<file path="config.mk">
export PLATFORM = sky130hd
export DESIGN_NAME = rs485_uart_tx_flat
export DESIGN_NICKNAME = d
export VERILOG_FILES = /design/src/rtl/rs485_uart_tx_if.sv /design/src/rtl/rs485_uart_tx.sv /design/src/flat_wrapper.sv
export SDC_FILE = /design/constraint.sdc
export NUM_CORES = 1
export LEC_CHECK = 0
export BUFFER_PORTS_ARGS = -buffer_cell sky130_fd_sc_hd__buf_2
export CAP_MARGIN = 0
export CELL_PAD_IN_SITES_DETAIL_PLACEMENT = 1
export CELL_PAD_IN_SITES_GLOBAL_PLACEMENT = 1
export CORE_UTILIZATION = 51
export CTS_BUF_LIST = sky130_fd_sc_hd__clkbuf_2 sky130_fd_sc_hd__clkbuf_4 sky130_fd_sc_hd__clkbuf_8
export DETAILED_ROUTE_END_ITERATION = 10
export PLACE_DENSITY = 0.93
export SLEW_MARGIN = 30
export SYNTH_ARGS = -nofsm -noshare
export SYNTH_HDL_FRONTEND = slang
export SYNTH_SLANG_ARGS = --single-unit
</file>
<file path="constraint.sdc">
create_clock -name clk -period 6 [get_ports clk]
set_input_delay 0.6 -clock clk [delete_from_list [all_inputs] [get_ports clk]]
set_output_delay 0.6 -clock clk [all_outputs]
set_load 0.01 [all_outputs]
</file>
<file path="src/rtl/rs485_uart_tx_if.sv">
// ----------------------------------------------------------------------------
// rs485_uart_tx_if
//
// This interface carries the byte handshake between the command-echo
// controller and the RS485 transmitter, plus the two line-side outputs.
//
// Signals:
//   tx_en      single-cycle strobe; tx_data is valid in the same cycle
//   tx_data    byte to send
//   tx_busy    high while a frame is in progress (back-pressure)
//   tx_done    one-cycle pulse on the last clock of the stop bit
//   rs485_txd  serial line, idle high
//   rs485_de   transceiver driver enable, active high
//
// Modports:
//   master  controller side (drives tx_en/tx_data)
//   slave   transmitter side (drives status and line outputs)
// ----------------------------------------------------------------------------
interface rs485_uart_tx_if;
    logic       tx_en;
    logic [7:0] tx_data;
    logic       tx_busy;
    logic       tx_done;
    logic       rs485_txd;
    logic       rs485_de;

    modport master (
        output tx_en, tx_data,
        input  tx_busy, tx_done, rs485_txd, rs485_de
    );

    modport slave (
        input  tx_en, tx_data,
        output tx_busy, tx_done, rs485_txd, rs485_de
    );
endinterface

</file>
<file path="src/rtl/rs485_uart_tx.sv">
// ----------------------------------------------------------------------------
// rs485_uart_tx
//
// Byte-serial RS485 transmitter. Accepts one byte per tx_en strobe,
// serialises it as UART 8N1 (LSB first) on rs485_txd, and drives the
// half-duplex transceiver enable rs485_de with setup and hold guard times.
// A byte offered during the hold guard restarts at the start bit directly,
// keeping rs485_de high across back-to-back frames.
//
// Ports:
//   clk      system clock
//   reset_n  synchronous, active-low reset
//   bus      rs485_uart_tx_if.slave (tx_en, tx_data, tx_busy, tx_done,
//            rs485_txd, rs485_de)
//
// Parameters:
//   CLK_FREQ, BAUD   bit period BIT_CYCLES = CLK_FREQ / BAUD (2..65535)
//   DE_SETUP_CYCLES  clocks of rs485_de before the start bit (>= 1)
//   DE_HOLD_CYCLES   clocks of rs485_de after the stop bit (>= 1)
//
// Build option:
//   RS485_TX_PARITY_EN  when defined, an even-parity bit is sent between
//                       the data bits and the stop bit (8E1).
// ----------------------------------------------------------------------------
module rs485_uart_tx #(
    parameter int unsigned CLK_FREQ        = 50_000_000,
    parameter int unsigned BAUD            = 115200,
    parameter int unsigned DE_SETUP_CYCLES = 16,
    parameter int unsigned DE_HOLD_CYCLES  = 16
) (
    input logic            clk,
    input logic            reset_n,
    rs485_uart_tx_if.slave bus
);
    localparam int unsigned BIT_CYCLES   = CLK_FREQ / BAUD;
    localparam logic [15:0] BIT_LAST     = 16'(BIT_CYCLES - 1);
    localparam logic [15:0] BIT_PRE_LAST = 16'(BIT_CYCLES - 2);

    // One counter serves both guard phases, sized for the longer of the two.
    localparam int unsigned GUARD_MAX = (DE_SETUP_CYCLES > DE_HOLD_CYCLES) ?
                                        DE_SETUP_CYCLES : DE_HOLD_CYCLES;
    localparam int unsigned GUARD_W   = (GUARD_MAX > 1) ? $clog2(GUARD_MAX) : 1;
    localparam logic [GUARD_W-1:0] SETUP_LAST = GUARD_W'(DE_SETUP_CYCLES - 1);
    localparam logic [GUARD_W-1:0] HOLD_LAST  = GUARD_W'(DE_HOLD_CYCLES - 1);

    typedef enum logic [2:0] {
        ST_IDLE,
        ST_SETUP,
        ST_START,
        ST_DATA,
`ifdef RS485_TX_PARITY_EN
        ST_PARITY,
`endif
        ST_STOP,
        ST_HOLD
    } state_t;

    state_t               state_q, state_d;
    logic [15:0]          baud_cnt_q, baud_cnt_d;
    logic [GUARD_W-1:0]   guard_cnt_q, guard_cnt_d;
    logic [2:0]           bit_cnt_q, bit_cnt_d;
    logic [7:0]           shift_q, shift_d;
    logic                 txd_q, txd_d;
    logic                 de_q, de_d;
    logic                 busy_q, busy_d;
    logic                 done_q, done_d;
    logic                 bit_end;
`ifdef RS485_TX_PARITY_EN
    logic                 parity_q, parity_d;
`endif

    assign bit_end = (baud_cnt_q == BIT_LAST);

    always_comb begin
        // NOTE: every _d gets a hold value first so no path through the case
        // leaves a signal unassigned, which would otherwise infer a latch.
        state_d     = state_q;
        baud_cnt_d  = baud_cnt_q;
        guard_cnt_d = guard_cnt_q;
        bit_cnt_d   = bit_cnt_q;
        shift_d     = shift_q;
        txd_d       = txd_q;
        de_d        = de_q;
        busy_d      = busy_q;
        done_d      = 1'b0;
`ifdef RS485_TX_PARITY_EN
        parity_d    = parity_q;
`endif

        case (state_q)
            ST_IDLE: begin
                if (bus.tx_en) begin
                    shift_d     = bus.tx_data;
`ifdef RS485_TX_PARITY_EN
                    parity_d    = ^bus.tx_data;
`endif
                    busy_d      = 1'b1;
                    de_d        = 1'b1;
                    guard_cnt_d = '0;
                    state_d     = ST_SETUP;
                end
            end

            ST_SETUP: begin
                if (guard_cnt_q == SETUP_LAST) begin
                    guard_cnt_d = '0;
                    baud_cnt_d  = '0;
                    txd_d       = 1'b0;
                    state_d     = ST_START;
                end else begin
                    guard_cnt_d = guard_cnt_q + 1'b1;
                end
            end

            ST_START: begin
                if (bit_end) begin
                    baud_cnt_d = '0;
                    bit_cnt_d  = '0;
                    txd_d      = shift_q[0];
                    state_d    = ST_DATA;
                end else begin
                    baud_cnt_d = baud_cnt_q + 1'b1;
                end
            end

            ST_DATA: begin
                if (bit_end) begin
                    baud_cnt_d = '0;
                    // The 3-bit counter wraps 7 -> 0 as the last data bit ends.
                    bit_cnt_d  = bit_cnt_q + 1'b1;
                    if (bit_cnt_q == 3'd7) begin
`ifdef RS485_TX_PARITY_EN
                        txd_d   = parity_q;
                        state_d = ST_PARITY;
`else
                        txd_d   = 1'b1;
                        state_d = ST_STOP;
`endif
                    end else begin
                        // Look one bit ahead so txd stays a plain register.
                        shift_d = {1'b0, shift_q[7:1]};
                        txd_d   = shift_q[1];
                    end
                end else begin
                    baud_cnt_d = baud_cnt_q + 1'b1;
                end
            end

`ifdef RS485_TX_PARITY_EN
            ST_PARITY: begin
                if (bit_end) begin
                    baud_cnt_d = '0;
                    txd_d      = 1'b1;
                    state_d    = ST_STOP;
                end else begin
                    baud_cnt_d = baud_cnt_q + 1'b1;
                end
            end
`endif

            ST_STOP: begin
                if (bit_end) begin
                    baud_cnt_d  = '0;
                    guard_cnt_d = '0;
                    busy_d      = 1'b0;
                    state_d     = ST_HOLD;
                end else begin
                    baud_cnt_d = baud_cnt_q + 1'b1;
                    // Registered pulse: raise it one clock early so it lands
                    // on the final clock of the stop bit.
                    done_d     = (baud_cnt_q == BIT_PRE_LAST);
                end
            end

            ST_HOLD: begin
                if (bus.tx_en) begin
                    // Driver is already enabled, so go straight to the start bit.
                    shift_d     = bus.tx_data;
`ifdef RS485_TX_PARITY_EN
                    parity_d    = ^bus.tx_data;
`endif
                    busy_d      = 1'b1;
                    guard_cnt_d = '0;
                    baud_cnt_d  = '0;
                    txd_d       = 1'b0;
                    state_d     = ST_START;
                end else if (guard_cnt_q == HOLD_LAST) begin
                    guard_cnt_d = '0;
                    de_d        = 1'b0;
                    state_d     = ST_IDLE;
                end else begin
                    guard_cnt_d = guard_cnt_q + 1'b1;
                end
            end

            default: begin
                state_d     = ST_IDLE;
                baud_cnt_d  = '0;
                guard_cnt_d = '0;
                bit_cnt_d   = '0;
                txd_d       = 1'b1;
                de_d        = 1'b0;
                busy_d      = 1'b0;
            end
        endcase
    end

    // NOTE: state is updated only with non-blocking assignments; reset is
    // sampled on the clock edge (synchronous), so it takes effect on the
    // next edge and drops rs485_de at once.
    always_ff @(posedge clk) begin
        if (!reset_n) begin
            state_q     <= ST_IDLE;
            baud_cnt_q  <= '0;
            guard_cnt_q <= '0;
            bit_cnt_q   <= '0;
            shift_q     <= '0;
            txd_q       <= 1'b1;
            de_q        <= 1'b0;
            busy_q      <= 1'b0;
            done_q      <= 1'b0;
`ifdef RS485_TX_PARITY_EN
            parity_q    <= 1'b0;
`endif
        end else begin
            state_q     <= state_d;
            baud_cnt_q  <= baud_cnt_d;
            guard_cnt_q <= guard_cnt_d;
            bit_cnt_q   <= bit_cnt_d;
            shift_q     <= shift_d;
            txd_q       <= txd_d;
            de_q        <= de_d;
            busy_q      <= busy_d;
            done_q      <= done_d;
`ifdef RS485_TX_PARITY_EN
            parity_q    <= parity_d;
`endif
        end
    end

    assign bus.rs485_txd = txd_q;
    assign bus.rs485_de  = de_q;
    assign bus.tx_busy   = busy_q;
    assign bus.tx_done   = done_q;

endmodule

</file>
<file path="src/flat_wrapper.sv">
// flat-port wrapper written by rule: the top's interface ports become plain ports
module rs485_uart_tx_flat 
#(
    parameter int unsigned CLK_FREQ        = 50_000_000,
    parameter int unsigned BAUD            = 115200,
    parameter int unsigned DE_SETUP_CYCLES = 16,
    parameter int unsigned DE_HOLD_CYCLES  = 16
)
  (clk, reset_n, bus_tx_en, bus_tx_data, bus_tx_busy, bus_tx_done, bus_rs485_txd, bus_rs485_de);
  rs485_uart_tx_if bus_i ();
  input logic clk;
  input logic reset_n;
  input wire logic [$bits(bus_i.tx_en)-1:0] bus_tx_en;
  input wire logic [$bits(bus_i.tx_data)-1:0] bus_tx_data;
  output wire logic [$bits(bus_i.tx_busy)-1:0] bus_tx_busy;
  output wire logic [$bits(bus_i.tx_done)-1:0] bus_tx_done;
  output wire logic [$bits(bus_i.rs485_txd)-1:0] bus_rs485_txd;
  output wire logic [$bits(bus_i.rs485_de)-1:0] bus_rs485_de;
  assign bus_i.tx_en = bus_tx_en;
  assign bus_i.tx_data = bus_tx_data;
  assign bus_tx_busy = bus_i.tx_busy;
  assign bus_tx_done = bus_i.tx_done;
  assign bus_rs485_txd = bus_i.rs485_txd;
  assign bus_rs485_de = bus_i.rs485_de;
  rs485_uart_tx #(.CLK_FREQ(CLK_FREQ), .BAUD(BAUD), .DE_SETUP_CYCLES(DE_SETUP_CYCLES), .DE_HOLD_CYCLES(DE_HOLD_CYCLES)) u_core (.clk(clk), .reset_n(reset_n), .bus(bus_i));
endmodule
</file>
==> results_dict.tcl, run 1 <==
set metrics [dict create \
    status "finished clean" \
    fp.dieH_um 66.9 \
    pwr-share-clk_pct 37.9 \
    pwr-share-seq_pct 53.4 \
    worst_clock_skew_ps 9.06 \
    die_area_um2 4480 \
    ctsResizeCount 0 \
    die_x_um 66.9 \
    p_comb_share_pct 8.7 \
    gp_congestion 0.909 \
    final_nets 282 \
    rows 23 \
    core_region_area_um2 4030 \
    yosysMostFrequentCell "dfxtp_1" \
    maxSlewViolCount 0 \
    hold_viol_final 0 \
    crit_arrival_ps 2800 \
    final_antenna_net_count 0 \
    syn_to_final_growth_pct 7.39 \
    overflow 0 \
    placed_area_um2 2210 \
    holdPathEnd "u_core.bit_cnt_q[1]" \
    finalSetupViolCount 0 \
    cts_hold_buffers 0 \
    place_hpwl_mm 4.00 \
    avgSynthCellArea_um2 8.37 \
    cts_buffer_depth 2 \
    netSwitchingFraction_pct 25.9 \
    p_leak_nw 0.827 \
    post-synth-top-area-fraction_pct 35.4 \
    rr_worst_depth 5 \
    crit_path_end_kind "flop" \
    netlist_area_um2 2150 \
    fin_crit_ps 2600 \
    yosys_warnings 0 \
    antenna_cells 0 \
    critical_path.max_fanout 18 \
    holdWs_ps 485 \
    cts_root_buffer "clkbuf_8" \
    first_pass_iters 4 \
    cts_tree "built" \
    initial_core_util_pct 53.4 \
    routed_wl_mm 5.72 \
    ys_types 60 \
    stdcell_area_um2 2310 \
    post-cts-setup-buffer-count 0 \
    layout-drive-gt1-share_pct 15.4 \
    drc 0 \
    worstPathRequired_ps 6200 \
    synth.largest_area_cell "dfxtp_1" \
    crit_type "reg2reg" \
    clock_sinks 38 \
    synthTopCellsByCount "dfxtp_1 (38), nor2_1 (29), nand2_1 (20)" \
    wire_per_inst_um 18.1 \
    hold_path_startpoint "u_core.bit_cnt_q[1]" \
    ys_seq_area_share_pct 35.4 \
    worstSetupStartpointType "flop" \
    async_flop_share_pct 0 \
    drv_cap 0 \
    io_pins 15 \
    reg2reg_from "u_core.state_q[1]" \
    cts_made_buffers 5 \
    io_buffers 14 \
    ys_ff_latch 38 \
    syn_nets 274 \
    vias_per_cell 6.22 \
    grt_pass1_vias 1915 \
    num_vias 1966 \
    p_per_area_nw_per_um2 216 \
    drt_iter0_drc 98 \
    p_sw_mw 0.129 \
    timing.final.crit_share_pct 43.4 \
    grt_usage_pct 28.0 \
    ir_worst_vdd_v 0.000165 \
    antenna_found_initial 0 \
    worst_slew_pin_slew_ps 873 \
    r2r_end "u_core.baud_cnt_q[14]" \
    grt_pass1_wl_mm 9.15 \
    clk_latency_ps 300 \
    tns_ps 0 \
    reg2reg_slack_ps 3400 \
    ys_top_cells_by_area "dfxtp_1 (35%), nor2_1 (5.1%), a21oi_1 (4.2%), ha_1 (3.5%), nand2_1 (3.5%)" \
    synth_edf_count 0 \
    fmax_mhz 384 \
    worstHoldPathCells 2 \
    crit_path_start "u_core.state_q[1]" \
    rsz0062_at_grt "no" \
    grt_start_max_net_pins 28 \
    min_path_type "reg2reg" \
    relSlewSlack_pct 41.5 \
    htreeDepth 2 \
    clk_pin_slew_ps 80 \
    ys.flop_type "dfxtp_1" \
    internal-power_mw 0.370 \
    synthesis.instances 257 \
]
[per-stage QoR]
stage,util (%),power (mW),cells,setup WS (ps)
global placement,54.8,0.313,307,3270
CTS,57.1,0.501,315,3180
global route,57.3,0.518,316,3200
finish,57.3,0.499,316,3400
detailed placement,54.8,0.316,307,3190
floorplan,-,0.303,257,3830
[layout make-up]
type	instances	area (µm²)
inverter	8	30.0
tap	50	62.6
fill	480	1720
timing repair buffer	15	77.6
sequential	38	761
multi-input combinational	197	1280
clock buffer	6	82.6
clock inverter	2	12.5
[cells by family (layout without fill, tap and decap cells)]
family	Yosys count	count (layout)	synth area share [%]
xor gates and xnor gates	6	6	2.44
and+or+nand+nor	105	105	26.4
buffers and inverters	22	31	4.94
AOI/OAI and AO/OA	74	74	24.5
muxes	6	6	2.85
adders and majority gates	6	6	3.49
DFF	38	38	35.4
[critical path: stages (launching register included)]
cell	delay, ps
dfxtp_1	700
nor2b_1	450
a21oi_1	220
or2_2	440
or4_1	520
a31oi_1	170
[power by group through the flow]
stage               registers, mW  clock network (mW)  logic, mW
global placement            0.272                   0     0.0408
finish                      0.267               0.189     0.0434
detailed placement          0.273                   0     0.0434
CTS                         0.267               0.191     0.0439
floorplan                   0.270                   0     0.0339
global route                0.268               0.202     0.0485
[state kept, by name (all words and copies together), names as in the netlist]
signal and count:
u_core.bus.tx_busy 1, u_core.bus.tx_done 1, u_core.shift_q 8, u_core.baud_cnt_q 16
u_core.state_q 3, u_core.bit_cnt_q 3, u_core.guard_cnt_q 4, u_core.bus.rs485_de 1
u_core.bus.rs485_txd 1
[layer usage]
metal / up-vias / wire [µm] / GRT usage (%)
met2: 36 / 2850 / 47.5
li1: 965 / - / -
met4: 0 / 127 / 10.4
met5: - / 0 / 0
met3: 12 / 215 / 7.19
met1: 953 / 2530 / 33.5
[how the worst max path moves through the flow]
stage | to | slack (ps) | cells past startpoint
after global routing | u_core.baud_cnt_q[7] | 3200 | 5
after detailed placement | u_core.baud_cnt_q[7] | 3190 | 5
final | u_core.baud_cnt_q[14] | 3400 | 5
after global placement | u_core.baud_cnt_q[7] | 3270 | 5
after CTS | u_core.baud_cnt_q[7] | 3180 | 5
after floorplan | u_core.baud_cnt_q[14] | 3830 | 7
[cells in the final DEF (no fill, tap or decap), types with 3 or more instances in the layout]
cell type and instances:
nor4_1 3, clkbuf_8 6, a31oi_1 5, and3_1 3
inv_1 7, dfxtp_1 38, nand4_1 4, nor2_1 29
or2_2 4, a311oi_1 4, nand3_1 12, a21o_1 3
o21ai_0 9, nand2_1 20, mux2i_1 5, nor3_1 5
o211ai_1 4, a21oi_1 18, o311a_1 3, ha_1 6
a211oi_1 6, buf_2 14, xor2_1 4, nand2b_1 6
Power figures use the tool's default switching activity.
==> inputs of run 2 (changes only) <==
- CORE_UTILIZATION: 51 -> 47
- PLACE_DENSITY: 0.93 -> 0.87
- clock period: 6 -> 2.5 ns (I/O delays scaled with it)
==> results_dict.tcl, run 2 (synthesis results as in run 1) <==
set metrics [dict create \
    tns_ps 0 \
    die_area_um2 4850 \
    top_regs "u_core.baud_cnt_q: 16 flops, u_core.shift_q: 8 flops, u_core.guard_cnt_q: 4 flops" \
    critical_path.max_fanout 14 \
    cts_hold_buffers 0 \
    min_path_type "in2reg" \
    relSlewSlack_pct 57.8 \
    syn_to_final_growth_pct 11.3 \
    p_per_area_nw_per_um2 500 \
    status "finished clean" \
    rows 24 \
    rsz0062_at_grt "no" \
    htreeDepth 2 \
    cts_buffer_depth 2 \
    drt_iter0_drc 107 \
    maxSlewViolCount 0 \
    core_region_area_um2 4380 \
    final_cell_mix "dfxtp_1 (38), nor2_1 (29), nand2_1 (20), a21oi_1 (18), buf_2 (14)" \
    fin_cells 329 \
    rr_worst_depth 6 \
    place_hpwl_mm 4.05 \
    crit_arrival_ps 2410 \
    place_inst 321 \
    initial_core_util_pct 49.1 \
    routed_wl_mm 5.73 \
    cts_root_buffer "clkbuf_8" \
    cts_tree "built" \
    crit_path_end_kind "flop" \
    largest_register_ffs 16 \
    first_pass_iters 4 \
    die_x_um 69.6 \
    worst_clock_skew_ps 6.89 \
    gp_congestion 0.794 \
    grt_pass1_wl_mm 9.97 \
    top_register "u_core.baud_cnt_q" \
    clock_sinks 38 \
    final_nets 293 \
    io_pins 15 \
    fmax_mhz 445 \
    post-cts-setup-buffer-count 0 \
    grt_start_max_net_pins 17 \
    drv_cap 0 \
    vias_per_cell 6.11 \
    crit_type "reg2reg" \
    antenna_found_initial 0 \
    ir_worst_vdd_v 0.000320 \
    timing.final.crit_share_pct 89.9 \
    num_vias 2010 \
    clk_pin_slew_ps 80 \
    fp.dieH_um 69.6 \
    layout_commonest_cell "dfxtp_1" \
    final_antenna_net_count 0 \
    clk_latency_ps 290 \
    grt_usage_pct 25.5 \
    overflow 0 \
    cts_made_buffers 5 \
    hold_viol_final 0 \
    wire_per_inst_um 17.4 \
    antenna_cells 0 \
    ctsResizeCount 0 \
    layout-drive-gt1-share_pct 18.8 \
    worstPathRequired_ps 2660 \
    worst_slew_pin_slew_ps 632 \
    worstHoldPathCells 3 \
    worstSetupStartpointType "flop" \
    p_leak_nw 0.887 \
    fin_crit_ps 2250 \
    drc 0 \
    io_buffers 14 \
    finalSetupViolCount 0 \
    grt_pass1_vias 2086 \
]
run 2: cell count changes in the layout (fill, tap and decap cells not counted):
cell,before,now
clkbuf_4,0,1
clkinvlp_4,1,0
buf_4,1,12
run 2: worst paths after layout:
path / start / endpoint / slack, ps
max: u_core.baud_cnt_q[14] / u_core.baud_cnt_q[7] / 250
max reg2reg: u_core.baud_cnt_q[14] / u_core.baud_cnt_q[7] / 250
min reg2reg: u_core.bit_cnt_q[2] / u_core.bit_cnt_q[2] / 460
min: bus_tx_data[0] / u_core.shift_q[0] / 230
run 2: cell type report:
cell class	count	area, µm²
clock buffer	7	90.1
tap	52	65.1
multi-input combinational	197	1280
sequential	38	761
inverter	8	30.0
timing repair buffer	26	160
clock inverter	1	5.00
fill	557	1990
run 2: per-stage QoR:
stage / instance area, µm² / total power, mW / hold slack (ps) / setup slack, ps / utilization, %
after detailed placement: 2300 / 0.761 / 454 / 324 / 52.5
final: 2390 / 1.20 / 229 / 251 / 54.6
after floorplan: 2150 / 0.728 / 339 / 461 / -
after global routing: 2390 / 1.25 / 239 / 101 / 54.6
after global placement: 2300 / 0.756 / 448 / 434 / 52.5
after CTS: 2390 / 1.21 / 227 / 283 / 54.6
run 2: routing by layer:
| layer | share of wire [%] | GRT usage [%] | vias up |
|---|---|---|---|
| li1 | - | - | 984 |
| met1 | 44 | 33.3 | 973 |
| met2 | 50 | 43.9 | 47 |
| met3 | 5.4 | 3.92 | 6 |
| met4 | 0.80 | 6.67 | 0 |
| met5 | 0 | 0 | - |
run 2: power by group:
part | leakage, nW | total [mW] | internal (mW) | switching [mW]
Clock | 0.0517 | 0.450 | 0.234 | 0.217
Sequential | 0.309 | 0.636 | 0.623 | 0.0128
Combinational | 0.526 | 0.111 | 0.0487 | 0.0626
Total | 0.887 | 1.20 | 0.905 | 0.292
run 2: critical path: stages (launching register included):
cell and delay (ps):
dfxtp_1 360, or4_4 570, nor4_4 330, buf_4 200, nor2_2 130, o21ai_1 420, nor2_1 110
==> inputs of run 3 (changes only) <==
- SETUP_SLACK_MARGIN: unset -> 0.3
==> results_dict.tcl, run 3 (synthesis results as in run 1) <==
set metrics [dict create \
    status "finished clean" \
    ff_latch_area_um2 762 \
    critical_path.max_fanout 14 \
    fp.dieH_um 69.6 \
    io_buffers 14 \
    nFillCells 553 \
    fin_crit_ps 2090 \
    vias_per_cell 6.16 \
    cp_slowest_cell "or4_4" \
    place_hpwl_mm 4.05 \
    largest_register_ffs 16 \
    pwr-share-clk_pct 37.8 \
    netSwitchingFraction_pct 25.0 \
    final_antenna_net_count 0 \
    holdPathEnd "u_core.shift_q[0]" \
    grt_pass1_vias 2088 \
    p_total_mw 1.21 \
    place_ws_ps 324 \
    fin_cells 331 \
    first_pass_iters 4 \
    worstPathRequired_ps 2670 \
    cpLargestDelayFamily "simple AND/OR/NAND/NOR gates" \
    worstHoldPathCells 3 \
    p_comb_share_pct 9.7 \
    crit_path_end_kind "flop" \
    finalSetupViolCount 0 \
    clock_sinks 38 \
    clk_pin_slew_ps 80 \
    reg2reg_slack_ps 410 \
    ir_worst_vdd_v 0.000343 \
    fmax_mhz 479 \
    p_leak_nw 0.898 \
    antenna_found_initial 0 \
    internal-power_mw 0.908 \
    p_sw_mw 0.303 \
    p_per_area_nw_per_um2 498 \
    cp_num_buf_inv 1 \
    initial_core_util_pct 49.1 \
    final_cell_mix "dfxtp_1 (37), nor2_1 (29), nand2_1 (20), a21oi_1 (18), buf_2 (14)" \
    die_area_um2 4850 \
    drc 0 \
    worstSetupStartpointType "flop" \
    multi_input_area_um2 1310 \
    cts_hold_buffers 0 \
    top_register "u_core.baud_cnt_q" \
    final_nets 295 \
    antenna_cells 0 \
    rr_worst_depth 6 \
    crit_type "reg2reg" \
    routed_wl_mm 6.04 \
    drv_cap 0 \
    die_x_um 69.6 \
    worst_clock_skew_ps 8.56 \
    tns_ps 0 \
    cpPeakStageDelay_ps 570 \
    wire_per_inst_um 18.2 \
    crit_arrival_ps 2260 \
    core_region_area_um2 4380 \
    grt_start_max_net_pins 17 \
    grt_usage_pct 25.5 \
    reg2reg_from "u_core.baud_cnt_q[14]" \
    worst_slew_pin_slew_ps 538 \
    hold_path_startpoint "bus_tx_data[0]" \
    maxSlewViolCount 0 \
    relSlewSlack_pct 64.1 \
    overflow 0 \
    clk_latency_ps 300 \
    cts_root_buffer "clkbuf_8" \
    place_inst 321 \
    min_path_type "in2reg" \
    hold_viol_final 0 \
    cts_made_buffers 5 \
    drt_iter0_drc 87 \
    grt_pass1_wl_mm 9.98 \
    cp_cell_sequence "or4_4, nor4_4, buf_4, nor2_4, o21ai_2, nor2_1" \
    rows 24 \
    num_vias 2038 \
    cts_buffer_depth 2 \
    r2r_end "u_core.baud_cnt_q[7]" \
    stdcell_area_um2 2430 \
    syn_to_final_growth_pct 13.0 \
    rsz0062_at_grt "no" \
    gp_congestion 0.794 \
    htreeDepth 2 \
    layout-drive-gt1-share_pct 20.4 \
    cts_tree "built" \
    fin_ws_ps 413 \
    pwr-share-seq_pct 52.5 \
    top_regs "u_core.baud_cnt_q: 16 flops, u_core.shift_q: 8 flops, u_core.guard_cnt_q: 4 flops" \
    io_pins 15 \
    placed_area_um2 2300 \
    layout_commonest_cell "dfxtp_1" \
    timing.final.crit_share_pct 83.5 \
]
run 3: cell types whose count changed in the layout (fill, tap and decap cells not counted), sizes merged:
| cell | previous run | this run |
|---|---|---|
| a22o | 1 | 2 |
| buf | 26 | 27 |
run 3: what timing repair did:
| action | 4_1_cts | 5_1_grt |
|---|---|---|
| setup endpoints to repair | 2 | 17 |
| gates cloned | 0 | 1 |
| resized for setup | 1 | 5 |
| pin swaps | 0 | 1 |
| buffers inserted | 0 | 1 |
run 3: area by class of cell:
| type | count | area share, % |
|---|---|---|
| flip-flops and latches | 38 | 31.3 |
| clock inverters | 1 | 0.206 |
| clock buffers | 7 | 3.71 |
| inverters | 8 | 1.24 |
| multi-input cells | 198 | 53.8 |
| well taps | 52 | 2.68 |
| repair buffers | 27 | 7.05 |
run 3: per-stage QoR:
step	utilization, %	hold slack, ps
after floorplan	-	339
after global placement	52.5	448
after detailed placement	52.5	454
after CTS	54.7	227
after global routing	55.5	262
final	55.5	224
run 3: how the worst max path moves through the flow:
stage / startpoint / end / slack (ps) / depth (start not counted)
3_5_place_dp: u_core.baud_cnt_q[6] / u_core.baud_cnt_q[7] / 320 / 6
6_report: u_core.baud_cnt_q[14] / u_core.baud_cnt_q[7] / 410 / 6
2_1_floorplan: u_core.baud_cnt_q[14] / u_core.baud_cnt_q[14] / 460 / 6
3_3_place_gp: u_core.baud_cnt_q[6] / u_core.baud_cnt_q[9] / 430 / 6
5_1_grt: u_core.baud_cnt_q[6] / u_core.bit_cnt_q[2] / 310 / 6
4_1_cts: u_core.baud_cnt_q[6] / u_core.shift_q[0] / 330 / 6
run 3: routing by layer:
metal / vias to the layer above / GRT usage [%] / share of wire, %
li1: 993 / - / -
met1: 995 / 33.3 / 45
met2: 40 / 43.9 / 50
met3: 10 / 3.92 / 3.7
met4: 0 / 6.67 / 1.3
met5: - / 0 / 0
run 3: power by group through the flow:
stage / registers [mW] / logic [mW] / clock network (mW)
floorplan: 0.647 / 0.0813 / 0
global placement: 0.649 / 0.107 / 0
detailed placement: 0.650 / 0.112 / 0
CTS: 0.635 / 0.112 / 0.463
global route: 0.638 / 0.131 / 0.487
finish: 0.636 / 0.118 / 0.457
run 3: worst register-to-register path: stages (launching register included):
cell     delay (ps)
dfxtp_1         350
or4_4           570
nor4_4          360
buf_4           220
nor2_4           90
o21ai_2         290
nor2_1          100
